## config.mk

```make
export PLATFORM = sky130hd
export DESIGN_NAME = playfield_sequencer
export DESIGN_NICKNAME = d
export VERILOG_FILES = /design/src/rtl/playfield_sequencer.sv
export SDC_FILE = /design/constraint.sdc
export NUM_CORES = 1
export LEC_CHECK = 0
export BUFFER_PORTS_ARGS = -buffer_cell sky130_fd_sc_hd__buf_2
export CAP_MARGIN = 15
export CORE_ASPECT_RATIO = 0.6
export CORE_MARGIN = 2
export CORE_UTILIZATION = 32
export DETAILED_ROUTE_END_ITERATION = 10
export GPL_ROUTABILITY_DRIVEN = 0
export PLACE_DENSITY = 0.52
export SLEW_MARGIN = 5
export SYNTH_ARGS = -nofsm -noshare
export SYNTH_HDL_FRONTEND = slang
export SYNTH_SLANG_ARGS = --single-unit
```

## constraint.sdc

```tcl
create_clock -name clk -period 4.7 [get_ports clk]
set_clock_uncertainty 0.05 [all_clocks]
set_input_delay 0.47 -clock clk [delete_from_list [all_inputs] [get_ports clk]]
set_output_delay 0.47 -clock clk [all_outputs]
set_load 0.1 [all_outputs]
```

## src/rtl/playfield_sequencer.sv

```systemverilog
// playfield_sequencer
// Game-phase controller for the settled-block playfield. It steps the board
// datapath through spawn, gravity, lock, line-clear scan/shift and scoring,
// and owns the gravity timer, clear counter, score and game-over state.
//
// Optional feature macro: PLAYFIELD_SOFT_DROP_EN (adds the soft_drop input,
// forced gravity while it is held, and a one-point bonus for a soft-dropped lock).
//
// Ports:
//   clk, reset     clock; synchronous active-high reset
//   ce             game tick enable (gravity timer only)
//   start          begin a new game (IDLE / OVER only)
//   collide        piece cannot move down one row (from board)
//   top_blocked    spawn area occupied
//   row_full       row row_idx is full (from board)
//   soft_drop      (PLAYFIELD_SOFT_DROP_EN only) accelerate gravity
//   spawn, step_down, lock, shift_row   one-cycle command strobes
//   row_idx        row under test / being shifted
//   score          running score, saturating
//   game_over      high in OVER
//   busy           high in LOCK, SCAN, SHIFT, SCORE
module playfield_sequencer #(
  parameter int unsigned ROWS       = 20,
  parameter int unsigned DROP_TICKS = 50
) (
  input  logic        clk,
  input  logic        reset,
  input  logic        ce,
  input  logic        start,
  input  logic        collide,
  input  logic        top_blocked,
  input  logic        row_full,
`ifdef PLAYFIELD_SOFT_DROP_EN
  input  logic        soft_drop,
`endif
  output logic        spawn,
  output logic        step_down,
  output logic        lock,
  output logic        shift_row,
  output logic [4:0]  row_idx,
  output logic [15:0] score,
  output logic        game_over,
  output logic        busy
);

  localparam int unsigned CntW = (DROP_TICKS > 1) ? $clog2(DROP_TICKS) : 1;
  localparam logic [CntW-1:0] CntLast = CntW'(DROP_TICKS - 1);
  localparam logic [4:0] RowLast = 5'(ROWS - 1);

  typedef enum logic [2:0] {
    StIdle,
    StSpawn,
    StFall,
    StLock,
    StScan,
    StShift,
    StScore,
    StOver
  } state_e;

  state_e          state_q, state_d;
  logic [CntW-1:0] grav_q, grav_d;
  logic [2:0]      clr_q, clr_d;
  logic [4:0]      row_d;
  logic [15:0]     score_d;
  logic            step_d;
  logic            soft_q, soft_d;
  logic            soft_now;
  logic            grav_hit;
  logic [3:0]      points;
  logic [16:0]     sum;

`ifdef PLAYFIELD_SOFT_DROP_EN
  assign soft_now = soft_drop;
`else
  assign soft_now = 1'b0;
`endif

  // Soft drop turns every tick into a gravity event.
  assign grav_hit = ce && (soft_now || (grav_q == CntLast));

  always_comb begin
    unique case (clr_q)
      3'd0:    points = 4'd0;
      3'd1:    points = 4'd1;
      3'd2:    points = 4'd3;
      3'd3:    points = 4'd5;
      default: points = 4'd8;
    endcase
  end

  assign sum = {1'b0, score} + 17'(points) + 17'(soft_q);

  always_comb begin
    state_d = state_q;
    grav_d  = grav_q;
    clr_d   = clr_q;
    row_d   = row_idx;
    score_d = score;
    step_d  = 1'b0;
    soft_d  = soft_q;
    unique case (state_q)
      StIdle, StOver: begin
        if (start) begin
          score_d = '0;
          state_d = StSpawn;
        end
      end
      StSpawn: begin
        soft_d = 1'b0;
        if (top_blocked) begin
          state_d = StOver;
        end else begin
          grav_d  = '0;
          state_d = StFall;
        end
      end
      StFall: begin
        if (ce) begin
          if (grav_hit) begin
            grav_d = '0;
            if (soft_now) soft_d = 1'b1;
            if (collide) state_d = StLock;
            else         step_d  = 1'b1;
          end else begin
            grav_d = grav_q + 1'b1;
          end
        end
      end
      StLock: begin
        row_d   = RowLast;
        clr_d   = '0;
        state_d = StScan;
      end
      StScan: begin
        if (row_full) begin
          // Hold at 7: anything from 4 up scores the same.
          if (clr_q != 3'd7) clr_d = clr_q + 3'd1;
          state_d = StShift;
        end else if (row_idx == 5'd0) begin
          state_d = StScore;
        end else begin
          row_d = row_idx - 5'd1;
        end
      end
      StShift: begin
        state_d = StScan;
      end
      StScore: begin
        score_d = sum[16] ? 16'hFFFF : sum[15:0];
        state_d = StSpawn;
      end
      default: state_d = StIdle;
    endcase
  end

  // Outputs are registered from the next state so they line up with the
  // state they belong to.
  always_ff @(posedge clk) begin
    if (reset) begin
      state_q   <= StIdle;
      grav_q    <= '0;
      clr_q     <= '0;
      soft_q    <= 1'b0;
      row_idx   <= '0;
      score     <= '0;
      spawn     <= 1'b0;
      step_down <= 1'b0;
      lock      <= 1'b0;
      shift_row <= 1'b0;
      game_over <= 1'b0;
      busy      <= 1'b0;
    end else begin
      state_q   <= state_d;
      grav_q    <= grav_d;
      clr_q     <= clr_d;
      soft_q    <= soft_d;
      row_idx   <= row_d;
      score     <= score_d;
      spawn     <= (state_d == StSpawn);
      step_down <= step_d;
      lock      <= (state_d == StLock);
      shift_row <= (state_d == StShift);
      game_over <= (state_d == StOver);
      busy      <= (state_d == StLock) || (state_d == StScan) ||
                   (state_d == StShift) || (state_d == StScore);
    end
  end

endmodule
```

* Word level (Yosys, flattened, before mapping)
Index checks and enable logic that the tools add are counted.
Storage, ports and cells: word-level logic and storage cells 83, output and inout port bits 27, register bits 39, bits of input ports 7
Operators by class: $add $sub $neg 4, multiplexer cells 23, reduce and logical (&&, ||, !) cells 17, bitwise gates (word level) 3, equal/unequal tests 25
Operator list (number):
- $mux W16 | 2
- $pmux W16 S2 | 1
- $mux W3 | 9
- $eq A3 B3 Y1 const B | 8
- $mux W6 | 3
- $pmux W3 S6 | 1
- $add A16 B4 Y17 | 1
- $pmux W4 S4 | 1
- $eq A3 B2 Y1 const B | 5
- $ne A2 B2 Y1 const B | 7
- $pmux W6 S2 | 1
- $mux W5 | 2
- $pmux W5 S2 | 1
- $eq A3 B1 Y1 const B | 3
- $reduce_and A3 Y1 | 3
- $add A6 B1 Y6 const B | 1
- $eq A6 B6 Y1 const B | 1
- $logic_not A3 Y1 | 2
- $pmux W3 S2 | 1
- $reduce_bool A2 Y1 | 3
- $logic_not A5 Y1 | 1
- $sub A5 B1 Y5 const B | 1
- $reduce_or A2 Y1 | 2
- $reduce_or A4 Y1 | 1
- other kinds (7) | 11

* Depth between registers and ports, before layout
Gate-level depths: netlist of run 1.
depth in word-level cells 9, depth in mapped cells 12, depth with buffers taken out 11

* Least setup slack after synthesis of run 1
No wires, ideal clock.
path type reg-to-reg, start register clr_q[0], end register score[4], setup slack 1.967 ns, setup time 0.130 ns, data required time 4.520 ns, stages on the path, launching flop included 12, arrival time 2.554 ns, path buffers 1, period minus slack after synthesis 2.733 ns, cell sequence dfxtp_1 -> ha_1 -> ha_1 -> o21bai_1 -> ha_1 -> fa_1 -> a211o_1 -> o211ai_1 -> nor3_1 -> buf_2 -> o21ai_0 -> o31ai_1
On the way: longest elaborated chain between the ends 5, elaborated cells between the ends (all ways) 8, those cells by class 1 x add/sub; 3 x eq/ne; 3 x mux; 1 x reduce/logical
RTL lines:
- start, declared | RTL line 63 | logic [2:0] clr_q, clr_d;
- start signal, assigned | RTL line 176 | clr_q <= clr_d;
- $eq A3 B2 Y1 (tied with other cells) | RTL line 83 | unique case (clr_q)
- $pmux W4 S4 (*) | RTL line 83
- $add A16 B4 Y17 (*) | RTL line 92 | assign sum = {1'b0, score} + 17'(points) + 17'(soft_q);
- $mux W16 (*) | RTL line 150 | score_d = sum[16] ? 16'hFFFF : sum[15:0];
- $pmux W16 S2 (*) | RTL line 102 | unique case (state_q)
- end signal, assigned | RTL line 179 | score <= score_d;
- end, declared | RTL line 41 | output logic [15:0] score,
Every way passes the cells marked *; elsewhere a longest branch is shown, timed or not. A chain may end at the register's enable or synchronous reset.

* Worst setup path in the final report of run 1
Ends and elaborated chain as after synthesis.

==> results of run 1 <==
cells in the mapped netlist, drive strengths merged (3+ instances only):
| cell | count |
|---|---|
| ha | 14 |
| clkbuf | 8 |
| o21ai | 19 |
| nand2 | 31 |
| nor2b | 4 |
| and3 | 3 |
| a211oi | 3 |
| nand4 | 6 |
| nand3b | 3 |
| nor2 | 23 |
| xor2 | 8 |
| a31oi | 4 |
| a21oi | 14 |
| nor3 | 12 |
| dfxtp | 39 |
| or3b | 3 |
| nor3b | 3 |
| nand3 | 11 |
| a21o | 3 |
| inv | 12 |
| buf | 4 |
power breakdown:
part | total, uW | internal (uW) | leakage (uW) | switching (uW)
clock network | 341 | 207 | 0.0000727 | 134
registers | 362 | 343 | 0.000315 | 19.0
logic | 136 | 38.4 | 0.000750 | 97.1
critical path, cell delays in order, from the launching register on:
cell                       delay [ns]
sky130_fd_sc_hd__dfxtp_1         0.35
sky130_fd_sc_hd__ha_1            0.24
sky130_fd_sc_hd__ha_1            0.21
sky130_fd_sc_hd__o21bai_1        0.18
sky130_fd_sc_hd__ha_1            0.23
sky130_fd_sc_hd__fa_1            0.43
sky130_fd_sc_hd__a211o_1         0.33
sky130_fd_sc_hd__o211ai_1        0.28
sky130_fd_sc_hd__nor3_1          0.21
sky130_fd_sc_hd__buf_4           0.22
sky130_fd_sc_hd__o21ai_0         0.16
sky130_fd_sc_hd__o31ai_1         0.10
cells by family (layout without fill, tap and decap cells):
group,after synthesis,count (layout),share of synthesized area
buffers and inverters,24,53,0.0456
muxes,2,2,0.00901
xor gates and xnor gates,10,10,0.0394
adders and majority gates,15,15,0.0879
AOI/OAI and AO/OA,63,63,0.188
DFF,39,39,0.352
and+or+nand+nor,115,115,0.279
path summary, 6_finish.rpt:
path | from | to | cells after the start
min reg2reg | score[0]$_SDFFE_PP0P_ | score[0]$_SDFFE_PP0P_ | 2
max | clr_q[0]$_SDFFE_PP0P_ | score[4]$_SDFFE_PP0P_ | 11
max reg2reg | clr_q[0]$_SDFFE_PP0P_ | score[4]$_SDFFE_PP0P_ | 11
min | collide | step_down$_SDFF_PP0_ | 2
area by class of cell:
cell class | count | share of cell area
multi-input combinational | 205 | 0.517
clock buffer | 6 | 0.0536
clock inverter | 1 | 0.00193
tap | 87 | 0.0420
timing repair buffer | 34 | 0.0667
sequential | 39 | 0.301
inverter | 12 | 0.0174
cells in the final DEF, fill, tap and decap left out, types with 8 or more instances in the layout:
master	count
sky130_fd_sc_hd__xor2_1	8
sky130_fd_sc_hd__buf_2	33
sky130_fd_sc_hd__nor2_1	23
sky130_fd_sc_hd__a21oi_1	13
sky130_fd_sc_hd__ha_1	14
sky130_fd_sc_hd__nand2_1	31
sky130_fd_sc_hd__dfxtp_1	39
sky130_fd_sc_hd__inv_1	12
sky130_fd_sc_hd__nand3_1	11
sky130_fd_sc_hd__o21ai_0	19
sky130_fd_sc_hd__nor3_1	12
through the flow:
step / instance area, sq um / total power, uW / setup WS [ns] / hold WS [ns] / cells
after global routing: 2590 / 876 / 1.35 / 0.329 / 384
after CTS: 2590 / 844 / 1.59 / 0.319 / 384
after floorplan: 2220 / 476 / 1.97 / 0.430 / 268
after global placement: 2450 / 503 / 1.78 / 0.418 / 377
after detailed placement: 2450 / 504 / 1.62 / 0.409 / 377
final: 2590 / 839 / 1.58 / 0.324 / 384
flip-flops by register name, indices dropped and copies added, names as in the netlist:
register   cells
spawn          1
lock           1
game_over      1
grav_q         6
step_down      1
row_idx        5
busy           1
clr_q          3
score         16
shift_row      1
state_q        3
per-layer routing:
layer  up-vias  track usage
met2        36        0.207
li1       1014            -
met3         5       0.0402
met4         0       0.0417
met5         -            0
met1       951        0.231
==> impl_metrics.py, run 1 <==
metrics = {
    "floorplanning": {
        "io_pins": 34,
        "placeableCoreArea_sq_mm": 0.00671,
        "floorplan.die_area_sq_mm": 0.00764,
        "effective_utilization_at_floorplan": 0.331,
        "fp.dieW_um": 112,
        "rows": 23,
        "die_height_um": 68.5,
    },
    "clock_tree": {
        "postCtsHoldBufs": 0,
        "post_cts_resized": 0,
        "max-clock-path-buffers": 2,
        "cts_num_sinks": 39,
        "cts-htree-levels": 2,
        "clock_tree.root_cell": "sky130_fd_sc_hd__clkbuf_16",
        "clk-insertion-delay-late_ns": 0.28,
        "number_of_buffers_inserted_during_clock_tree_synthesis": 5,
        "worst_setup_hold_path_clk_slew_ns": 0.06,
        "post_cts_setup_buffer_count": 0,
        "cts_tree": "done",
    },
    "synth": {
        "synthCells": 268,
        "asyncSetResetFlopFracSynth": 0,
        "synth.yosys.warnings": 0,
        "syn_area_per_cell_sq_um": 8.29,
        "cell_taking_the_most_area_after_synthesis": "sky130_fd_sc_hd__dfxtp_1",
        "postSynth.topFlopCell": "sky130_fd_sc_hd__dfxtp_1",
        "synth.area.top_cells": "sky130_fd_sc_hd__dfxtp_1 35%, sky130_fd_sc_hd__ha_1 7.9%, sky130_fd_sc_hd__nand2_1 5.2%, sky130_fd_sc_hd__o21ai_0 4.3%, sky130_fd_sc_hd__nor2_1 3.9%",
        "ys_seq_area_frac": 0.352,
        "syn_area_sq_mm": 0.00222,
        "synthesis.nets": 290,
        "synthDistinctLibCells": 58,
        "synth.top_cell.area_share": 0.352,
        "synth_enable_flop_cells": 0,
        "synth.ff_latch_count": 39,
    },
    "place": {
        "io_buffer_count": 33,
        "detailed_place_hpwl_um": 3930,
    },
    "global_routing": {
        "grt_max_degree": 20,
        "globalRouteTotalUtil": 0.152,
        "number_of_global_route_vias_before_repair": 1750,
        "grt_overflow_total": 0,
        "grt_antenna_before_repair": 0,
        "grt_first_pass_wirelength_um": 9130,
    },
    "min_path": {
        "worst_hold_path_type": "primary input to register",
    },
    "detailed_routing": {
        "route.met3.wl_um": 244,
        "avgRoutedWirePerCell_um": 14.1,
        "top_layer": "met4",
        "drcViolationCount": 0,
        "vias": 2006,
        "drt-initial-drc-count": 147,
        "total_iterations_of_the_first_detailed_routing_run": 4,
        "detailroute.wirelength.met2_um": 2060,
        "routed_wirelength_um": 5420,
        "detail-route-antenna-nets": 0,
        "post_drt_via_cell_ratio": 5.22,
        "detail_route.wirelength.met1_um": 3070,
    },
    "timing": {
        "tightestPinTransition_ns": 0.901,
        "slew_viol_final": 0,
        "finalCritPeriodShare": 0.663,
        "rsz0062_at_grt": "no",
        "timing.setup.tns_ns": 0,
        "achievable-frequency_mhz": 321,
        "finalHoldViolCount": 0,
        "finalSetupViolCount": 0,
        "timing.slew.headroom": 0.397,
        "layout_min_cycle_time_ns": 3.12,
    },
    "critical_path": {
        "critical_path_required_ns": 4.80,
        "cp_capture_type": "register",
        "arrival_ns": 3.22,
        "path_max_fanout": 10,
        "timing.setup.critical_path_class": "register to register",
        "cp-start-kind": "register",
        "setup.reg_to_reg.worst_slack_ns": 1.58,
    },
    "layout": {
        "fillCellCount": 729,
        "seq_area_sq_um": 781,
        "final_layout_size_suffix_gt1_frac": 0.168,
        "insertedDiodeCount": 0,
        "area_of_the_multi_input_gates_sq_mm": 0.00134,
        "final_net_count": 319,
        "post_layout_util": 0.386,
        "synthToLayoutAreaGrowth_pct": 16.6,
    },
    "power_and_ir_drop": {
        "vdd_drop_max_mv": 0.183,
        "power_density_mw_per_mm2": 324,
        "power_leakage_uw": 0.00114,
    },
    "outcome": {
        "outcome": "finished clean",
    },
    "job": {
        "max_cap_violations": 0,
    },
}
(Power assumes the default switching activity.)
==> run 2, diff against run 1 <==
==> constraint.sdc (replaced) <==
create_clock -name clk -period 3.25 [get_ports clk]
set_clock_uncertainty 0.05 [all_clocks]
set_input_delay 0.325 -clock clk [delete_from_list [all_inputs] [get_ports clk]]
set_output_delay 0.325 -clock clk [all_outputs]
set_load 0.1 [all_outputs]
==> impl_metrics.py, run 2 (same netlist as run 1, synthesis figures left out) <==
metrics = {
    "critical_path": {
        "cpMostUsedCell": "sky130_fd_sc_hd__ha_1",
        "cp-start-kind": "register",
        "r2r.worst_path.cells": 11,
        "arrival_ns": 3.01,
        "critical_path.cell_chain": "ha_1, ha_1, o21bai_1, ha_1, fa_1, a211o_1, o211ai_1, nor3_1, buf_4, o21ai_0, a31oi_1",
        "critical_path_required_ns": 3.34,
        "cpPeakStageDelay_ns": 0.42,
        "path_max_fanout": 9,
        "timing.setup.critical_path_class": "register to register",
        "cp_capture_type": "register",
        "slowest_stage": "sky130_fd_sc_hd__fa_1",
    },
    "clock_tree": {
        "post_cts_setup_buffer_count": 0,
        "post_cts_resized": 0,
        "clk-insertion-delay-late_ns": 0.28,
        "number_of_buffers_inserted_during_clock_tree_synthesis": 5,
        "cts_tree": "done",
        "max-clock-path-buffers": 2,
        "clock_tree.root_cell": "sky130_fd_sc_hd__clkbuf_16",
        "cts-htree-levels": 2,
        "worst_setup_hold_path_clk_slew_ns": 0.06,
        "postCtsHoldBufs": 0,
        "cts_num_sinks": 39,
    },
    "layout": {
        "final_net_count": 320,
        "insertedDiodeCount": 0,
        "final_common_cell": "sky130_fd_sc_hd__dfxtp_1",
        "synthToLayoutAreaGrowth_pct": 18.3,
        "final_layout_size_suffix_gt1_frac": 0.174,
        "layout_common_cells": "39 x sky130_fd_sc_hd__dfxtp_1, 33 x sky130_fd_sc_hd__buf_2, 31 x sky130_fd_sc_hd__nand2_1",
        "largest_register_ffs": 16,
        "post_layout_util": 0.392,
        "largestRegisters": "score x16, grav_q x6, row_idx x5",
        "largest_register": "score",
    },
    "timing": {
        "finalCritPeriodShare": 0.897,
        "timing.setup.tns_ns": 0,
        "finalHoldViolCount": 0,
        "slew_viol_final": 0,
        "rsz0062_at_grt": "no",
        "achievable-frequency_mhz": 343,
        "finalSetupViolCount": 0,
        "layout_min_cycle_time_ns": 2.91,
        "tightestPinTransition_ns": 0.915,
        "timing.slew.headroom": 0.388,
    },
    "detailed_routing": {
        "post_drt_via_cell_ratio": 5.16,
        "total_iterations_of_the_first_detailed_routing_run": 4,
        "avgRoutedWirePerCell_um": 13.8,
        "drcViolationCount": 0,
        "vias": 1992,
        "detail-route-antenna-nets": 0,
        "drt-initial-drc-count": 98,
        "routed_wirelength_um": 5320,
    },
    "floorplanning": {
        "fp.dieW_um": 112,
        "io_pins": 34,
        "placeableCoreArea_sq_mm": 0.00671,
        "floorplan.die_area_sq_mm": 0.00764,
        "rows": 23,
        "effective_utilization_at_floorplan": 0.331,
        "die_height_um": 68.5,
    },
    "outcome": {
        "outcome": "finished clean",
    },
    "global_routing": {
        "grt_first_pass_wirelength_um": 8750,
        "globalRouteTotalUtil": 0.147,
        "grt_antenna_before_repair": 0,
        "number_of_global_route_vias_before_repair": 1752,
        "grt_overflow_total": 0,
        "grt_max_degree": 20,
    },
    "place": {
        "detailed_place_hpwl_um": 3940,
        "io_buffer_count": 33,
    },
    "min_path": {
        "worst_hold_path_type": "primary input to register",
        "hold_path_cells": 2,
    },
    "power_and_ir_drop": {
        "power_leakage_uw": 0.00116,
        "vdd_drop_max_mv": 0.233,
        "power_density_mw_per_mm2": 491,
    },
    "job": {
        "max_cap_violations": 0,
    },
}
-- run 2: routing by layer --
metal / part of all wire / vias to the layer above / GRT usage
met5: 0 / - / 0
met4: 0.0053 / 0 / 0.0370
met3: 0.058 / 4 / 0.0446
met2: 0.37 / 60 / 0.200
met1: 0.57 / 910 / 0.222
li1: - / 1018 / -
-- run 2: per-stage QoR --
step	hold WS, ns	total power (uW)	cell area (sq um)	setup slack [ns]	instances
3_5_place_dp	0.409	727	2450	0.365	378
2_1_floorplan	0.352	688	2220	0.517	268
3_3_place_gp	0.423	727	2450	0.550	378
4_1_cts	0.167	1300	2630	0.347	386
6_report	0.171	1290	2630	0.336	386
5_1_grt	0.177	1350	2630	0.197	386
-- run 2: area by class of cell --
type,instances,area (sq um)
repair buffers,35,180
flip-flops and latches,39,781
clock inverters,2,35.0
well taps,87,109
clock buffers,6,139
inverters,12,45.0
multi-input cells,205,1340
fillers,710,4080
-- run 2: final timing paths --
kind | end | start | slack, ns
max reg2reg | score[6]$_SDFFE_PP0P_ | clr_q[0]$_SDFFE_PP0P_ | 0.34
max | score[6]$_SDFFE_PP0P_ | clr_q[0]$_SDFFE_PP0P_ | 0.34
min | step_down$_SDFF_PP0_ | collide | 0.17
min reg2reg | score[0]$_SDFFE_PP0P_ | score[0]$_SDFFE_PP0P_ | 0.42
-- run 2: where the power goes --
group	leakage [uW]	internal (uW)	switching, uW
sequential	0.000315	496	27.4
combinational	0.000754	55.8	139
clock	0.0000868	382	189
-- run 2: worst max-delay path: cells and delay by family (launching register included) --
kind,cells,cell delay (ns)
compound gates,5,0.95
flops,1,0.34
simple gates,1,0.16
fa+ha+maj,4,1.09
buf+inv,1,0.19
